`config.mk`:
```
export PLATFORM = sky130hd
export DESIGN_NAME = turn_manager
export DESIGN_NICKNAME = d
export VERILOG_FILES = /design/src/rtl/turn_manager.sv
export SDC_FILE = /design/constraint.sdc
export NUM_CORES = 1
export LEC_CHECK = 0
export CAP_MARGIN = 0
export CORE_ASPECT_RATIO = 0.75
export CORE_MARGIN = 2
export CORE_UTILIZATION = 60
export CTS_BUF_LIST = sky130_fd_sc_hd__clkbuf_8
export CTS_CLUSTER_DIAMETER = 40
export DETAILED_ROUTE_END_ITERATION = 16
export PLACE_DENSITY = 0.84
export SYNTH_ARGS = -nofsm -noshare
export SYNTH_HDL_FRONTEND = slang
export SYNTH_SLANG_ARGS = --single-unit
export TNS_END_PERCENT = 10
```
`constraint.sdc`:
```
create_clock -name clk -period 11.8 [get_ports clk]
set_clock_uncertainty 0.05 [all_clocks]
set_input_delay 1.18 -clock clk [delete_from_list [all_inputs] [get_ports clk]]
set_output_delay 1.18 -clock clk [all_outputs]
set_load 0.03 [all_outputs]
```
`src/rtl/turn_manager.sv`:
```
// Two-player board-game turn sequencer: dice roll, move, animation handshake, win detection.
// Optional question-box bonus move on tile 3 is enabled by defining QBOX_BONUS_EN.
module turn_manager #(
    parameter int unsigned NUM_TILES  = 10,
    parameter int unsigned TILE_X0    = 20,
    parameter int unsigned TILE_PITCH = 60
) (
    input  logic       clk,
    input  logic       rst,
    input  logic       btn_roll,
    input  logic       turn_done,
    output logic [9:0] player1_pos_x,
    output logic [9:0] player2_pos_x,
    output logic       pos_valid,
    output logic       active_player,
    output logic [2:0] dice_value,
    output logic       game_over,
    output logic       winner
);

`ifdef QBOX_BONUS_EN
    localparam bit BonusEn = 1'b1;
`else
    localparam bit BonusEn = 1'b0;
`endif

    // Wide enough to hold tile + 6 before clamping.
    localparam int unsigned TW = $clog2(NUM_TILES + 7);
    localparam logic [TW-1:0] LastTile = TW'(NUM_TILES);
    localparam logic [9:0] StartX = 10'(TILE_X0);

    typedef enum logic [2:0] {
        StIdle,
        StMove,
        StWaitDone,
        StBonus,
        StSwitch,
        StOver
    } state_e;

    state_e        state_q;
    logic          phase_q;
    logic          bonus_q;
    logic          btn_prev_q;
    logic          btn_seen_q;
    logic [2:0]    dice_cnt_q;
    logic [2:0]    dice_q;
    logic [TW-1:0] tile1_q;
    logic [TW-1:0] tile2_q;
    logic [9:0]    pos1_q;
    logic [9:0]    pos2_q;
    logic          pos_valid_q;
    logic          active_q;
    logic          game_over_q;
    logic          winner_q;

    logic          roll_req;
    logic [TW-1:0] cur_tile;
    logic [TW-1:0] step;
    logic [TW-1:0] sum;
    logic [TW-1:0] new_tile;
    logic [9:0]    cur_pos;

    always_comb begin
        // btn_seen_q blocks a level held high across reset from looking like a fresh edge.
        roll_req = btn_roll && !btn_prev_q && btn_seen_q;
        cur_tile = active_q ? tile2_q : tile1_q;
        step     = (state_q == StBonus) ? TW'(2) : TW'(dice_q);
        sum      = cur_tile + step;
        new_tile = (sum > LastTile) ? LastTile : sum;
        cur_pos  = 10'(TILE_X0 + TILE_PITCH * 32'(cur_tile));
    end

    always_ff @(posedge clk or posedge rst) begin
        if (rst) begin
            state_q     <= StIdle;
            phase_q     <= 1'b0;
            bonus_q     <= 1'b0;
            btn_prev_q  <= 1'b0;
            btn_seen_q  <= 1'b0;
            dice_cnt_q  <= 3'd1;
            dice_q      <= 3'd0;
            tile1_q     <= '0;
            tile2_q     <= '0;
            pos1_q      <= StartX;
            pos2_q      <= StartX;
            pos_valid_q <= 1'b0;
            active_q    <= 1'b0;
            game_over_q <= 1'b0;
            winner_q    <= 1'b0;
        end else begin
            btn_prev_q  <= btn_roll;
            btn_seen_q  <= 1'b1;
            dice_cnt_q  <= (dice_cnt_q == 3'd6) ? 3'd1 : dice_cnt_q + 3'd1;
            pos_valid_q <= 1'b0;
            unique case (state_q)
                StIdle: begin
                    if (roll_req) begin
                        dice_q  <= dice_cnt_q;
                        phase_q <= 1'b0;
                        state_q <= StMove;
                    end
                end
                StMove, StBonus: begin
                    // Phase 0 commits the tile, phase 1 publishes its position.
                    if (!phase_q) begin
                        if (active_q) tile2_q <= new_tile;
                        else          tile1_q <= new_tile;
                        if (state_q == StMove) bonus_q <= BonusEn && (sum == TW'(3));
                        phase_q <= 1'b1;
                    end else begin
                        if (active_q) pos2_q <= cur_pos;
                        else          pos1_q <= cur_pos;
                        pos_valid_q <= 1'b1;
                        phase_q     <= 1'b0;
                        state_q     <= StWaitDone;
                    end
                end
                StWaitDone: begin
                    if (turn_done) begin
                        if (cur_tile == LastTile) begin
                            game_over_q <= 1'b1;
                            winner_q    <= active_q;
                            state_q     <= StOver;
                        end else if (bonus_q) begin
                            bonus_q <= 1'b0;
                            state_q <= StBonus;
                        end else begin
                            state_q <= StSwitch;
                        end
                    end
                end
                StSwitch: begin
                    active_q <= ~active_q;
                    state_q  <= StIdle;
                end
                StOver: begin
                    state_q <= StOver;
                end
                default: state_q <= StIdle;
            endcase
        end
    end

    assign player1_pos_x = pos1_q;
    assign player2_pos_x = pos2_q;
    assign pos_valid     = pos_valid_q;
    assign active_player = active_q;
    assign dice_value    = dice_q;
    assign game_over     = game_over_q;
    assign winner        = winner_q;

endmodule

```
==> impl_metrics.tcl, run 1 <==
set metrics [dict create \
    avgSynthCellArea_um2 10.3 \
    clockBufferDepth 2 \
    synth_edf_count 0 \
    dr.max_layer_used "met4" \
    grt.overflow.total 0 \
    synth_compound_gate_area_share 0.122 \
    cts_resized 0 \
    drtIter0Drc 89 \
    start_util 0.636 \
    nFillCells 317 \
    routedWlPerCell_um 13.6 \
    firstDrtPassIters 4 \
    ant_nets 0 \
    muxShareOfSynthArea 0.0561 \
    status "completed" \
    port-buffer-count 26 \
    crit_required_ns 11.92 \
    grt_pass1_vias 1722 \
    dp.cells 326 \
    drt-total-wl_um 4550 \
    worstSetupPathType "register to register" \
    vias_per_cell 5.33 \
    tightest_slew_ns 0.712 \
    grt_pass1_wl_um 8100 \
    numCtsBuffers 5 \
    vias 1779 \
    ios 31 \
    cts_tree "built" \
    async_reset_ff_frac 1.00 \
    stdcell_area_um2 2970 \
    area_growth_pct 13.6 \
    clockRootBuffer "clkbuf_8" \
    met2WireLength_um 2000 \
    num_antenna_cells 0 \
    start_kind "register" \
    fmax_mhz 233 \
    synth_top_family_by_area "simple AND/OR/NAND/NOR gates" \
    die_area_um2 4900 \
    min_period_ns 4.30 \
    min_path_type "register to register" \
    cts-hold-fix-buffers 0 \
    cts_sinks 42 \
    min_period_over_period 0.364 \
    post_cts_buffers 0 \
    die_w_um 80.2 \
    place_area_um2 2880 \
    antenna_found_initial 0 \
    ys_ff_latch 42 \
    cap_violations 0 \
    cp-end-kind "register" \
    critical_path_arrival_ns 4.42 \
    wl_met3_um 174 \
    core_um2 4100 \
    timing.setup.tns_ns 0 \
    clk_latency_ns 0.30 \
    die_h_um 61.1 \
    route.detailed.drc 0 \
    track_usage 0.218 \
    layoutNonFillerInstCount 334 \
    setup_viol 0 \
    maxSlewViolCount 0 \
    synth_xor_area_frac 0.0494 \
    ys_warn_count 0 \
    final_hold_viol_count 0 \
    seq_area_frac_synth 0.405 \
    wl_met1_um 2320 \
    synth_cell_types 55 \
    finish.net_count 306 \
    ys.flop_type "dfrtp_1" \
    synth-adder-area-share 0.138 \
    cts.clk_slew.worst_paths_ns 0.08 \
    post-dp-hpwl_um 3490 \
    synthSimpleGateAreaFrac 0.168 \
    grt_max_degree 43 \
    rsz0062_at_grt "false" \
    synthCells 254 \
    crit_path_max_fanout 16 \
    final_layout_size_suffix_gt1_frac 0.147 \
    syn_area_um2 2610 \
    slew_headroom 0.526 \
    h-tree-depth 2 \
    rows 20 \
    gp_congestion 0.819 \
]
[metal layers]
| layer | GRT usage | vias to the layer above |
|---|---|---|
| met5 | 0 | - |
| met4 | 0.0654 | 0 |
| met3 | 0.0455 | 7 |
| met2 | 0.340 | 35 |
| met1 | 0.316 | 840 |
| li1 | - | 897 |
[cell type report]
type / instances / area [µm²] / share of cell area
clock inverter: 3 / 18.8 / 0.00633
sequential: 42 / 1060 / 0.356
timing repair buffer: 27 / 268 / 0.0903
multi-input combinational: 182 / 1410 / 0.475
clock buffer: 5 / 68.8 / 0.0232
inverter: 20 / 75.1 / 0.0253
tap: 55 / 68.8 / 0.0232
[worst max-delay path, stage by stage (launching register included)]
cell and delay [ns]:
dfrtp_1 0.81, mux2i_1 0.58, inv_1 0.28, fa_1 0.57
fa_1 0.52, inv_1 0.06, fa_1 0.40, nand2b_1 0.16
a21oi_1 0.21, xor2_2 0.26, xnor2_1 0.18, o21ai_1 0.09
[per-stage QoR]
step,setup WS [ns],hold WS (ns),util
2_1_floorplan,7.78,0.364,-
3_3_place_gp,7.70,0.387,0.702
3_5_place_dp,7.53,0.390,0.702
4_1_cts,7.51,0.402,0.723
5_1_grt,7.18,0.424,0.723
6_report,7.50,0.404,0.723
[sequential cells by signal, indices dropped and copies added, names as in the netlist]
| name | flops |
|---|---|
| active_player | 1 |
| btn_prev_q | 1 |
| btn_seen_q | 1 |
| dice_cnt_q | 3 |
| dice_value | 3 |
| game_over | 1 |
| phase_q | 1 |
| player1_pos_x | 8 |
| player2_pos_x | 8 |
| pos_valid | 1 |
| state_q | 3 |
| tile1_q | 5 |
| tile2_q | 5 |
| winner | 1 |
[cells in the mapped netlist (5+ instances only)]
master   count  area, µm²
fa_1         8        160
a21oi_1      9       45.0
xor2_1       6       52.6
xnor2_1      5       43.8
mux2_2       5       56.3
dfstp_2      5        131
ha_1        16        200
o21ai_0     11       55.1
buf_4        5       37.5
nor2_1       9       33.8
inv_1       18       67.6
o21ai_1     12       60.1
dfrtp_1     37        926
nand2_1     29        109
[cell usage in the layout (no fill, tap or decap), types with 3 or more instances in the layout]
master	count
nor3_1	3
clkbuf_8	5
fa_1	8
a211o_1	3
dfrtp_1	37
ha_1	16
o21bai_1	3
or3_1	3
a21oi_1	9
mux2_2	5
and2_1	4
conb_1	5
nand2b_1	4
nor2_2	3
dfstp_2	5
xnor2_1	5
inv_1	18
o31ai_1	3
xor2_1	6
nand2_1	29
o21ai_1	12
clkdlybuf4s50_1	26
nand4_1	3
nor2_1	9
mux2i_1	3
o21ai_0	11
[logic make-up after synthesis]
logic type | count (synthesis)
flops | 42
buf+inv | 33
other cells | 2
xor+xnor | 13
simple gates | 79
fa+ha+maj | 24
compound gates | 50
mux | 11
[path summary, 6_finish.rpt]
kind                               start                to  slack [ns]  cells after the start
max                        active_player  player1_pos_x[8]        7.50                     11
min                           tile2_q[0]  player2_pos_x[2]        0.40                      1
max reg2reg                active_player  player1_pos_x[8]        7.50                     11
min reg2reg                   tile2_q[0]  player2_pos_x[2]        0.40                      1
max in group asynchronous            rst  player1_pos_x[4]       10.08                      3
min in group asynchronous            rst         game_over        1.26                      3
Power of run 1 is left out: the tool's default activity adds up to more than one toggle a clock period on the data nets, which glitch-free logic cannot reach.
==> inputs of run 2 (changes only) <==
--- a/config.mk
+++ b/config.mk
@@ -8,11 +8,11 @@
 export CAP_MARGIN = 0
 export CORE_ASPECT_RATIO = 0.75
 export CORE_MARGIN = 2
-export CORE_UTILIZATION = 60
+export CORE_UTILIZATION = 58
 export CTS_BUF_LIST = sky130_fd_sc_hd__clkbuf_8
 export CTS_CLUSTER_DIAMETER = 40
 export DETAILED_ROUTE_END_ITERATION = 16
-export PLACE_DENSITY = 0.84
+export PLACE_DENSITY = 0.81
 export SYNTH_ARGS = -nofsm -noshare
 export SYNTH_HDL_FRONTEND = slang
 export SYNTH_SLANG_ARGS = --single-unit
==> constraint.sdc (replaced) <==
create_clock -name clk -period 4.49 [get_ports clk]
set_clock_uncertainty 0.05 [all_clocks]
set_input_delay 0.449 -clock clk [delete_from_list [all_inputs] [get_ports clk]]
set_output_delay 0.449 -clock clk [all_outputs]
set_load 0.03 [all_outputs]
==> impl_metrics.tcl, run 2 (synthesis results as in run 1) <==
set metrics [dict create \
    port-buffer-count 26 \
    setup_slack_ns 0.578 \
    fmax_mhz 256 \
    grt_pass1_wl_um 8300 \
    post-dp-hpwl_um 3660 \
    cts_tree "built" \
    drtIter0Drc 121 \
    final_common_cell "dfrtp_1" \
    cts_sinks 42 \
    h-tree-depth 2 \
    critical_path_arrival_ns 4.04 \
    slew_headroom 0.627 \
    firstDrtPassIters 4 \
    final_cell_mix "37 x dfrtp_1, 29 x nand2_1, 26 x clkdlybuf4s50_1, 19 x inv_1, 16 x ha_1" \
    num_antenna_cells 0 \
    min_from "tile2_q[0]" \
    start_kind "register" \
    cp-end-kind "register" \
    cts_resized 0 \
    maxSlewViolCount 0 \
    area_growth_pct 14.9 \
    crit_required_ns 4.62 \
    tightest_slew_ns 0.560 \
    grt.overflow.total 0 \
    route.detailed.drc 0 \
    grt_pass1_vias 1814 \
    grt_max_degree 43 \
    die_h_um 62.1 \
    cap_violations 0 \
    clk_latency_ns 0.29 \
    gp_congestion 0.808 \
    final_layout_size_suffix_gt1_frac 0.152 \
    finish.net_count 309 \
    rows 21 \
    final_hold_viol_count 0 \
    status "completed" \
    postLayoutCoreUtil 0.683 \
    cts-hold-fix-buffers 0 \
    numCtsBuffers 5 \
    setup_viol 0 \
    antenna_found_initial 0 \
    cts.clk_slew.worst_paths_ns 0.08 \
    drt-total-wl_um 4740 \
    min_period_over_period 0.871 \
    ant_nets 0 \
    rsz0062_at_grt "false" \
    clockBufferDepth 2 \
    start_util 0.595 \
    vias 1841 \
    post_cts_buffers 0 \
    routedWlPerCell_um 14.0 \
    die_area_um2 5060 \
    clockRootBuffer "clkbuf_8" \
    nFillCells 321 \
    holdWs_ns 0.415 \
    vias_per_cell 5.43 \
    min_path_cells 1 \
    r2r_cells 11 \
    track_usage 0.211 \
    ios 31 \
    r2r_start "active_player" \
    core_um2 4390 \
    min_path_type "register to register" \
    die_w_um 81.5 \
    worstSetupPathType "register to register" \
    crit_path_start "active_player" \
    preCtsSetupSlack_ns 0.614 \
    min_period_ns 3.91 \
    crit_path_max_fanout 11 \
    timing.setup.tns_ns 0 \
]
==> run 2: cell count changes in the layout (fill, tap and decap cells not counted), sizes merged <==
cell,before,now
buf,1,4
clkinv,2,0
clkbuf,5,6
inv,21,22
==> run 2: worst paths after layout <==
path                       slack [ns]                to
min                              0.41  player2_pos_x[2]
min reg2reg                      0.41  player2_pos_x[2]
min in group asynchronous        0.54        state_q[0]
max                              0.58  player1_pos_x[9]
max in group asynchronous        3.48  player1_pos_x[4]
max reg2reg                      0.58  player1_pos_x[9]
==> run 2: metal layers <==
layer  share of wire  track usage  wire length, µm
met5               0            0                0
met1            0.51        0.312             2390
met4          0.0097       0.0572               46
met3           0.042       0.0392              199
met2            0.44        0.320             2100
==> run 2: final cells by class <==
cell class	instances	area, µm²	area share
multi-input combinational	182	1410	0.470
sequential	42	1060	0.353
timing repair buffer	30	290	0.0968
clock buffer	6	82.6	0.0275
inverter	20	75.1	0.0250
tap	57	71.3	0.0238
clock inverter	2	12.5	0.00417
==> run 2: per-stage QoR <==
step / cells / area, µm²
floorplan: 257 / 2620
global placement: 331 / 2900
detailed placement: 331 / 2900
CTS: 339 / 3000
global route: 339 / 3000
finish: 339 / 3000
==> run 2: critical path, cell delays in order, from the launching register on <==
cell,delay (ns)
dfrtp_1,0.70
buf_4,0.25
mux2_4,0.36
fa_1,0.51
fa_1,0.53
inv_1,0.06
fa_1,0.38
xor2_1,0.21
nor2_1,0.10
nor4b_2,0.37
a211o_1,0.22
nand3_2,0.06
Power of run 2 is left out for the same reason.
